`config.mk`:
```
export PLATFORM = sky130hd
export DESIGN_NAME = req_delay_line
export DESIGN_NICKNAME = d
export VERILOG_FILES = /design/src/rtl/req_delay_line.sv
export SDC_FILE = /design/constraint.sdc
export NUM_CORES = 1
export LEC_CHECK = 0
export CORE_ASPECT_RATIO = 2
export CORE_MARGIN = 2
export CORE_UTILIZATION = 50
export DETAILED_ROUTE_END_ITERATION = 16
export PLACE_DENSITY = 0.8
export SETUP_SLACK_MARGIN = 0.05
export SLEW_MARGIN = 20
export SYNTH_ARGS = -nofsm -noshare
export SYNTH_HDL_FRONTEND = slang
export SYNTH_SLANG_ARGS = --single-unit
export TNS_END_PERCENT = 10
```
`constraint.sdc`:
```
create_clock -name clk -period 2.1 [get_ports clk]
set_input_delay 0.42 -clock clk [delete_from_list [all_inputs] [get_ports clk]]
set_output_delay 0.42 -clock clk [all_outputs]
set_load 0.01 [all_outputs]
```
`src/rtl/req_delay_line.sv`:
```
// Multi-channel programmable matched-delay line: each channel's req edges are
// reproduced on ack after dly_cur cycles, with pulses/gaps shorter than the delay filtered.
module req_delay_line #(
   parameter int CHANNELS      = 4,
   parameter int MAX_DELAY     = 15,
   parameter int DEFAULT_DELAY = 12,
   parameter bit TRACK_FALL    = 1'b1,
   localparam int DLY_W        = $clog2(MAX_DELAY + 1)
) (
   input  logic                clk,
   input  logic                rst_n,
   input  logic                en,
   input  logic                cfg_load,
   input  logic [DLY_W-1:0]    cfg_delay,
   output logic                cfg_err,
   output logic [DLY_W-1:0]    dly_cur,
   input  logic [CHANNELS-1:0] req,
   output logic [CHANNELS-1:0] ack,
   output logic [CHANNELS-1:0] busy
);

   typedef enum logic [1:0] {
      ST_IDLE = 2'd0,
      ST_RISE = 2'd1,
      ST_HIGH = 2'd2,
      ST_FALL = 2'd3
   } state_t;

   localparam logic [DLY_W-1:0] MAX_D  = DLY_W'(MAX_DELAY);
   localparam logic [DLY_W-1:0] DEF_D  = DLY_W'(DEFAULT_DELAY);
   localparam logic [DLY_W-1:0] ZERO_D = DLY_W'(1'b0);
   localparam logic [DLY_W-1:0] ONE_D  = DLY_W'(1'b1);

   logic [DLY_W-1:0]    dly_cur_r;
   logic                cfg_err_r;
   logic [CHANNELS-1:0] ack_vec_s;
   logic [CHANNELS-1:0] busy_vec_s;
   logic                cfg_ok_s;
   logic                d_zero_s;
   logic [DLY_W-1:0]    d_minus1_s;

   // Shared decode of the delay register and config-load acceptance
   always_comb begin
      d_zero_s   = (dly_cur_r == ZERO_D);
      d_minus1_s = dly_cur_r - ONE_D;
      if (cfg_load && (busy_vec_s == {CHANNELS{1'b0}}) && (cfg_delay <= MAX_D)) begin
         cfg_ok_s = 1'b1;
      end else begin
         cfg_ok_s = 1'b0;
      end
   end

   // Delay register and one-cycle reject flag; transitions starting this edge still see the old D
   always_ff @(posedge clk or negedge rst_n) begin
      if (!rst_n) begin
         dly_cur_r <= DEF_D;
         cfg_err_r <= 1'b0;
      end else begin
         if (cfg_ok_s) begin
            dly_cur_r <= cfg_delay;
         end else begin
            dly_cur_r <= dly_cur_r;
         end
         cfg_err_r <= cfg_load & ~cfg_ok_s;
      end
   end

   for (genvar g = 0; g < CHANNELS; g++) begin : g_ch
      state_t           state_r;
      state_t           state_nxt_s;
      logic [DLY_W-1:0] cnt_r;
      logic [DLY_W-1:0] cnt_nxt_s;
      logic             ack_ch_r;
      logic             busy_ch_r;

      // Per-channel next state; a low enable overrides everything and flushes the channel
      always_comb begin
         state_nxt_s = state_r;
         cnt_nxt_s   = cnt_r;
         if (!en) begin
            state_nxt_s = ST_IDLE;
            cnt_nxt_s   = ZERO_D;
         end else begin
            case (state_r)
               ST_IDLE: begin
                  if (req[g]) begin
                     if (d_zero_s) begin
                        state_nxt_s = ST_HIGH;
                        cnt_nxt_s   = ZERO_D;
                     end else begin
                        state_nxt_s = ST_RISE;
                        cnt_nxt_s   = d_minus1_s;
                     end
                  end else begin
                     state_nxt_s = ST_IDLE;
                     cnt_nxt_s   = ZERO_D;
                  end
               end
               ST_RISE: begin
                  if (!req[g]) begin
                     state_nxt_s = ST_IDLE;
                     cnt_nxt_s   = ZERO_D;
                  end else if (cnt_r == ZERO_D) begin
                     state_nxt_s = ST_HIGH;
                     cnt_nxt_s   = ZERO_D;
                  end else begin
                     state_nxt_s = ST_RISE;
                     cnt_nxt_s   = cnt_r - ONE_D;
                  end
               end
               ST_HIGH: begin
                  if (!req[g]) begin
                     if (!TRACK_FALL || d_zero_s) begin
                        state_nxt_s = ST_IDLE;
                        cnt_nxt_s   = ZERO_D;
                     end else begin
                        state_nxt_s = ST_FALL;
                        cnt_nxt_s   = d_minus1_s;
                     end
                  end else begin
                     state_nxt_s = ST_HIGH;
                     cnt_nxt_s   = ZERO_D;
                  end
               end
               ST_FALL: begin
                  if (req[g]) begin
                     state_nxt_s = ST_HIGH;
                     cnt_nxt_s   = ZERO_D;
                  end else if (cnt_r == ZERO_D) begin
                     state_nxt_s = ST_IDLE;
                     cnt_nxt_s   = ZERO_D;
                  end else begin
                     state_nxt_s = ST_FALL;
                     cnt_nxt_s   = cnt_r - ONE_D;
                  end
               end
               default: begin
                  state_nxt_s = ST_IDLE;
                  cnt_nxt_s   = ZERO_D;
               end
            endcase
         end
      end

      // State, counter and outputs registered together so ack/busy match the new state
      always_ff @(posedge clk or negedge rst_n) begin
         if (!rst_n) begin
            state_r   <= ST_IDLE;
            cnt_r     <= ZERO_D;
            ack_ch_r  <= 1'b0;
            busy_ch_r <= 1'b0;
         end else begin
            state_r   <= state_nxt_s;
            cnt_r     <= cnt_nxt_s;
            ack_ch_r  <= (state_nxt_s == ST_HIGH) || (state_nxt_s == ST_FALL);
            busy_ch_r <= (state_nxt_s == ST_RISE) || (state_nxt_s == ST_FALL);
         end
      end

      assign ack_vec_s[g]  = ack_ch_r;
      assign busy_vec_s[g] = busy_ch_r;
   end

   assign ack     = ack_vec_s;
   assign busy    = busy_vec_s;
   assign dly_cur = dly_cur_r;
   assign cfg_err = cfg_err_r;

endmodule

```
# After elaboration in Yosys (flattened, before gate mapping)
# Cells that the tools add are included.
# totals
wordCells	134
regBits	37
in_bits	12
# op_classes
bitwise	2
mux	64
order_cmp	1
eq_ne	24
add_sub_neg	5
n_reduce_logical	20
# op_table
cell	n
$mux W4	25
$pmux W4 S4	4
$mux W2	30
$eq A2 B2 Y1 const B	16
$pmux W2 S4	4
$logic_not A4 Y1	6
$sub A4 B1 Y4 const B	5
$eq A2 B1 Y1 const B	8
$logic_not A2 Y1	4
$logic_or A1 B1 Y1	8
$le A4 B4 Y1 const B	1
$logic_and A1 B1 Y1	2
$and A1 B1 Y1	1
$mux W1	1
$not A1 Y1	1

# Depth between registers and ports, before layout
# depth
depth_word	7
ltp_mapped	7

# Worst setup path before layout
# No wires, ideal clock.
# synth_timing
kind	reg-to-reg
from	register dly_cur_r[0], in the netlist dly_cur[0]
to	register g_ch[0].state_r[0]
t_arrival_ns	1.624
setup_time_ns	0.130
path_slack_ns	0.347
path_stages_with_launch	8
path_cell_list	dfrtp_1 -> inv_1 -> ha_1 -> or3b_4 -> buf_6 -> a211o_1 -> nand2_2 -> a21oi_1
# synth_via
elab_chain_len	5
word_cells_on_any_way	7
classes_between	mux (6); reduce/logical (1)
# synth_lines
item	line	rtl
from (decl)	34	logic [DLY_W-1:0] dly_cur_r;
from (signal assigned)	60	dly_cur_r <= cfg_delay;
from (signal assigned)	62	dly_cur_r <= dly_cur_r;
$logic_not A4 Y1 *	44	d_zero_s = (dly_cur_r == ZERO_D);
$mux W2, on equally long branches	113, 87	
$mux W2, on equally long branches	112, 86	
$pmux W2 S4 *	84	case (state_r)
$mux W2 *	80	if (!en) begin
named net g_ch[0].state_nxt_s[0]	70	state_t state_nxt_s;
to (signal assigned)	153	state_r <= state_nxt_s;
to (decl)	69	state_t state_r;
# Mark *: on every way through the listed nets, which the timed path passes. The rest lies on a longest branch.
# A chain may end at the register's enable or synchronous reset.

# Worst setup path in the final report
# layout_timing
from	register dly_cur_r[2], in the netlist dly_cur[2]
to	output dly_cur[2]
# layout_rtl
item	line	rtl
to (decl)	16	output logic [DLY_W-1:0] dly_cur,
# No word-level cell between the ends.

==> impl_summary.txt <==
----------------------------------------------------
[Outcome]
  Run status ... completed

[Clock tree]
  Later-pin clock latency in the skew report ... 0.28 ns
  CTS tree ... done
  Clock transition at the registers of the reported paths ... 0.07 ns
  Clock H-tree levels ... 2
  Number of gates resized after CTS ... 0
  Post-CTS setup buffer count ... 0
  Clock buffer count from CTS ... 5
  Total clock sinks ... 33
  Post-CTS Hold Fix Bufs ... 0
  Max Root-Sink Buffers ... 2
  Root buffer cell ... sky130_fd_sc_hd__clkbuf_8

[Pwr]
  IR Drop Worst-Case VDD ... slightly below 900 µV
  Cell Pwr Density ... between 1500 and 2000 nW/µm²
  Leakage power ... 0.937 nW

[Layout]
  Number of antenna diodes ... 0
  Area of all sequential standard cells ... roughly 830 µm²
  Commonest cells after routing, fill and taps aside ... sky130_fd_sc_hd__dfrtp_1, sky130_fd_sc_hd__clkdlybuf4s50_1, sky130_fd_sc_hd__nor2_1
  Final-layout fill cell count ... 324
  Multi-input gate area in the final layout ... 881 µm²
  Commonest non-fill, non-tap cell in the layout ... sky130_fd_sc_hd__dfrtp_1
  Fraction of layout cells with a size suffix above 1 ... 14.3%
  P&R area growth vs syn ... 17.4%
  Nets@finish ... 217

[STA]
  Final Cycle Share ... ~87%
  RSZ-0062 raised after global routing ... false
  Top achievable clock speed ... 546 MHz
  Number of slew-limit violations in the final report ... 0
  Time the worst path needs with I/O delays and setup ... around 1.8 ns
  Pin slew with the least headroom to its limit ... 0.571 ns
  Final TNS setup ... 0 ns
  Worst hold slack after final layout ... 0.535 ns
  Worst slew margin relative to its limit ... 61.7%
  Count of final hold-check violations ... 0
  Post-Route Skew ... 0.00584 ns
  Final worst slack ... roughly 0.27 ns
  Final setup violation count ... 0

[Yosys]
  FF+latch count, synth ... 33
  Largest family of logic cells by synthesized area ... simple AND/OR/NAND/NOR gates
  Average cell area after synthesis ... 10.5 µm²
  Mux share of post-synthesis cell area ... ~7%
  Fraction of synthesized cell area taken by the top area cell type ... around 42%
  Post-Synthesis Cell Area ... about 1800 µm²
  Yosys warns ... 0
  Post-synthesis xor/xnor area fraction ... 6.70%
  Sequential area share after synthesis ... 45.2%
  Total nets after synthesis ... 196
  Post-Synthesis Cells ... 174
  Library cell occupying the most area in the post-synthesis netlist ... sky130_fd_sc_hd__dfrtp_1
  Adder-Cell Fraction of Synth Area ... 6.84%
  Synth area leaders ... sky130_fd_sc_hd__dfrtp_1, sky130_fd_sc_hd__ha_1, sky130_fd_sc_hd__o22a_1
  Yosys cell types ... 30
  Fraction of the mapped netlist area in compound gates ... between 10% and 20%
  Simple-gate share of the synthesized area ... 15.9%

[Floorplanning]
  Starting density of the core ... roughly 50%
  Area of the die ... about 4200 µm²
  Floorplan core area ... 3570 µm²
  I/O Pins ... 25
  Horizontal extent of the die ... 46.8 µm
  Std cell rows ... 31
  Die height ... 89.6 µm

[GRT]
  GRT Overall Usage ... 21.3%
  Remaining global-route overflow ... 0
  Antenna violations before repair ... 0
  Number of global-route vias before repair ... roughly 1,400
  First-pass GRT wire length ... 6360 µm
  Pin count of the biggest net entering global routing ... 34

[Critical path]
  Launching element of the worst setup path ... dly_cur[2]
  CP max-delay cell ... sky130_fd_sc_hd__dfstp_2
  Worst Setup End Kind ... primary output
  Crit path required time ... 1.68 ns
  Number of logic stages on the critical path including buffering ... 1
  Number of buffers and inverters on the critical path ... 1
  Data arrival time of the critical path ... about 1.4 ns
  Reg-to-reg critical path endpoint ... g_ch[1].cnt_r[2]
  Kind of critical path ... flip-flop to primary output
  Critical path fanouts, max ... 5
  Largest delay share family, worst path ... flip-flops
  Cells traversed along the worst timing path ... clkdlybuf4s50_1
  Startpoint kind of the worst setup timing path ... flip-flop
  Setup crit end ... dly_cur[2]
  Critical register-to-register path startpoint ... dly_cur[1]
  Minimum setup slack among reg-to-reg paths ... 0.30 ns
  Critical Path Max Stage Delay ... 0.58 ns
  Depth of the worst register-to-register path ... 6

[Route]
  Routed wire per std cell ... between 15 and 20 µm
  Initial DRT Pass Iterations ... 4
  Via density ... 5.31
  DR DRC count ... 0
  Antenna-violating nets left ... 0
  Total routed wirelength ... 3770 µm
  Vias after detailed routing ... 1,302
  Number of DRC markers after the initial detailed-route iteration ... 46

[Place]
  Worst setup slack before clock tree synthesis ... 0.319 ns
  Detailed-placement wirelength estimate ... 2760 µm
  Number of I/O port buffers ... 24
  Weighted congestion at the end of routability-driven global placement ... ~0.81

[Job]
  Maximum capacitance violations ... 0

[Hold path]
  Type of the most critical hold path ... input port to asynchronous set/reset pin

----------------------------------------------------
-- metrics by stage --
| step | utilization [%] | power [W] | area [µm²] | cells |
|---|---|---|---|---|
| 2_1_floorplan | - | 0.00248 | 1830 | 174 |
| 3_3_place_gp | 57.8 | 0.00287 | 2060 | 237 |
| 3_5_place_dp | 57.8 | 0.00297 | 2060 | 237 |
| 4_1_cts | 60.2 | 0.00345 | 2150 | 245 |
| 5_1_grt | 60.2 | 0.00370 | 2150 | 245 |
| 6_report | 60.2 | 0.00344 | 2150 | 245 |
-- synth_stat cells, drive strengths merged --
master	instances
buf	10
o21ai	2
inv	10
a21oi	7
nand4	2
or3b	5
nand2	5
nor4	1
o22a	14
mux2i	7
xor2	6
a211o	4
nor2b	11
mux2	5
and3	1
dfrtp	31
ha	10
nor2	22
clkbuf	2
nand3	4
dfstp	2
nor3	5
xnor2	8
-- worst min path at each step --
stage | from | endpoint | slack, ns | cells past startpoint
2_1_floorplan | rst_n | cfg_err | 0.12 | 0
3_3_place_gp | dly_cur[1] | dly_cur[1] | 0.54 | 1
3_5_place_dp | g_ch[0].cnt_r[0] | g_ch[0].cnt_r[0] | 0.56 | 2
4_1_cts | rst_n | cfg_err | 0.55 | 2
5_1_grt | rst_n | g_ch[1].cnt_r[2] | 0.59 | 2
6_report | rst_n | g_ch[3].state_r[1] | 0.53 | 2
-- kinds of logic (layout without fill, tap and decap cells) --
group	Yosys count	in the layout
simple gates	56	56
flops	33	33
compound gates	27	27
buf+inv	22	44
xor+xnor	14	14
mux	12	12
fa+ha+maj	10	10
-- registers in the layout, indices dropped and copies added (netlist names) --
signal / count
cfg_err: 1
dly_cur: 4
g_ch.ack_ch_r: 4
g_ch.cnt_r: 16
g_ch.state_r: 8
-- cell type report --
class | count | area share (%)
multi-input cells | 119 | 41.0
flip-flops and latches | 33 | 38.5
repair buffers | 26 | 11.9
clock buffers | 5 | 3.20
well taps | 49 | 2.85
inverters | 10 | 1.75
clock inverters | 3 | 0.815
-- where the power goes --
group          leakage [nW]  total, W  switching, W  internal [W]
clock network        0.0439  0.000466      0.000238      0.000228
registers             0.433   0.00113      0.000240      0.000895
logic                 0.460   0.00184      0.000879      0.000964
total                 0.937   0.00344       0.00136       0.00209
-- layer usage --
metal | track usage [%] | routed length, µm
met5 | 0 | 0
met1 | 24.1 | 1470
met4 | 13.6 | 131
met3 | 4.80 | 153
met2 | 34.5 | 2020
No activity file was read; power rests on OpenSTA's default activity.
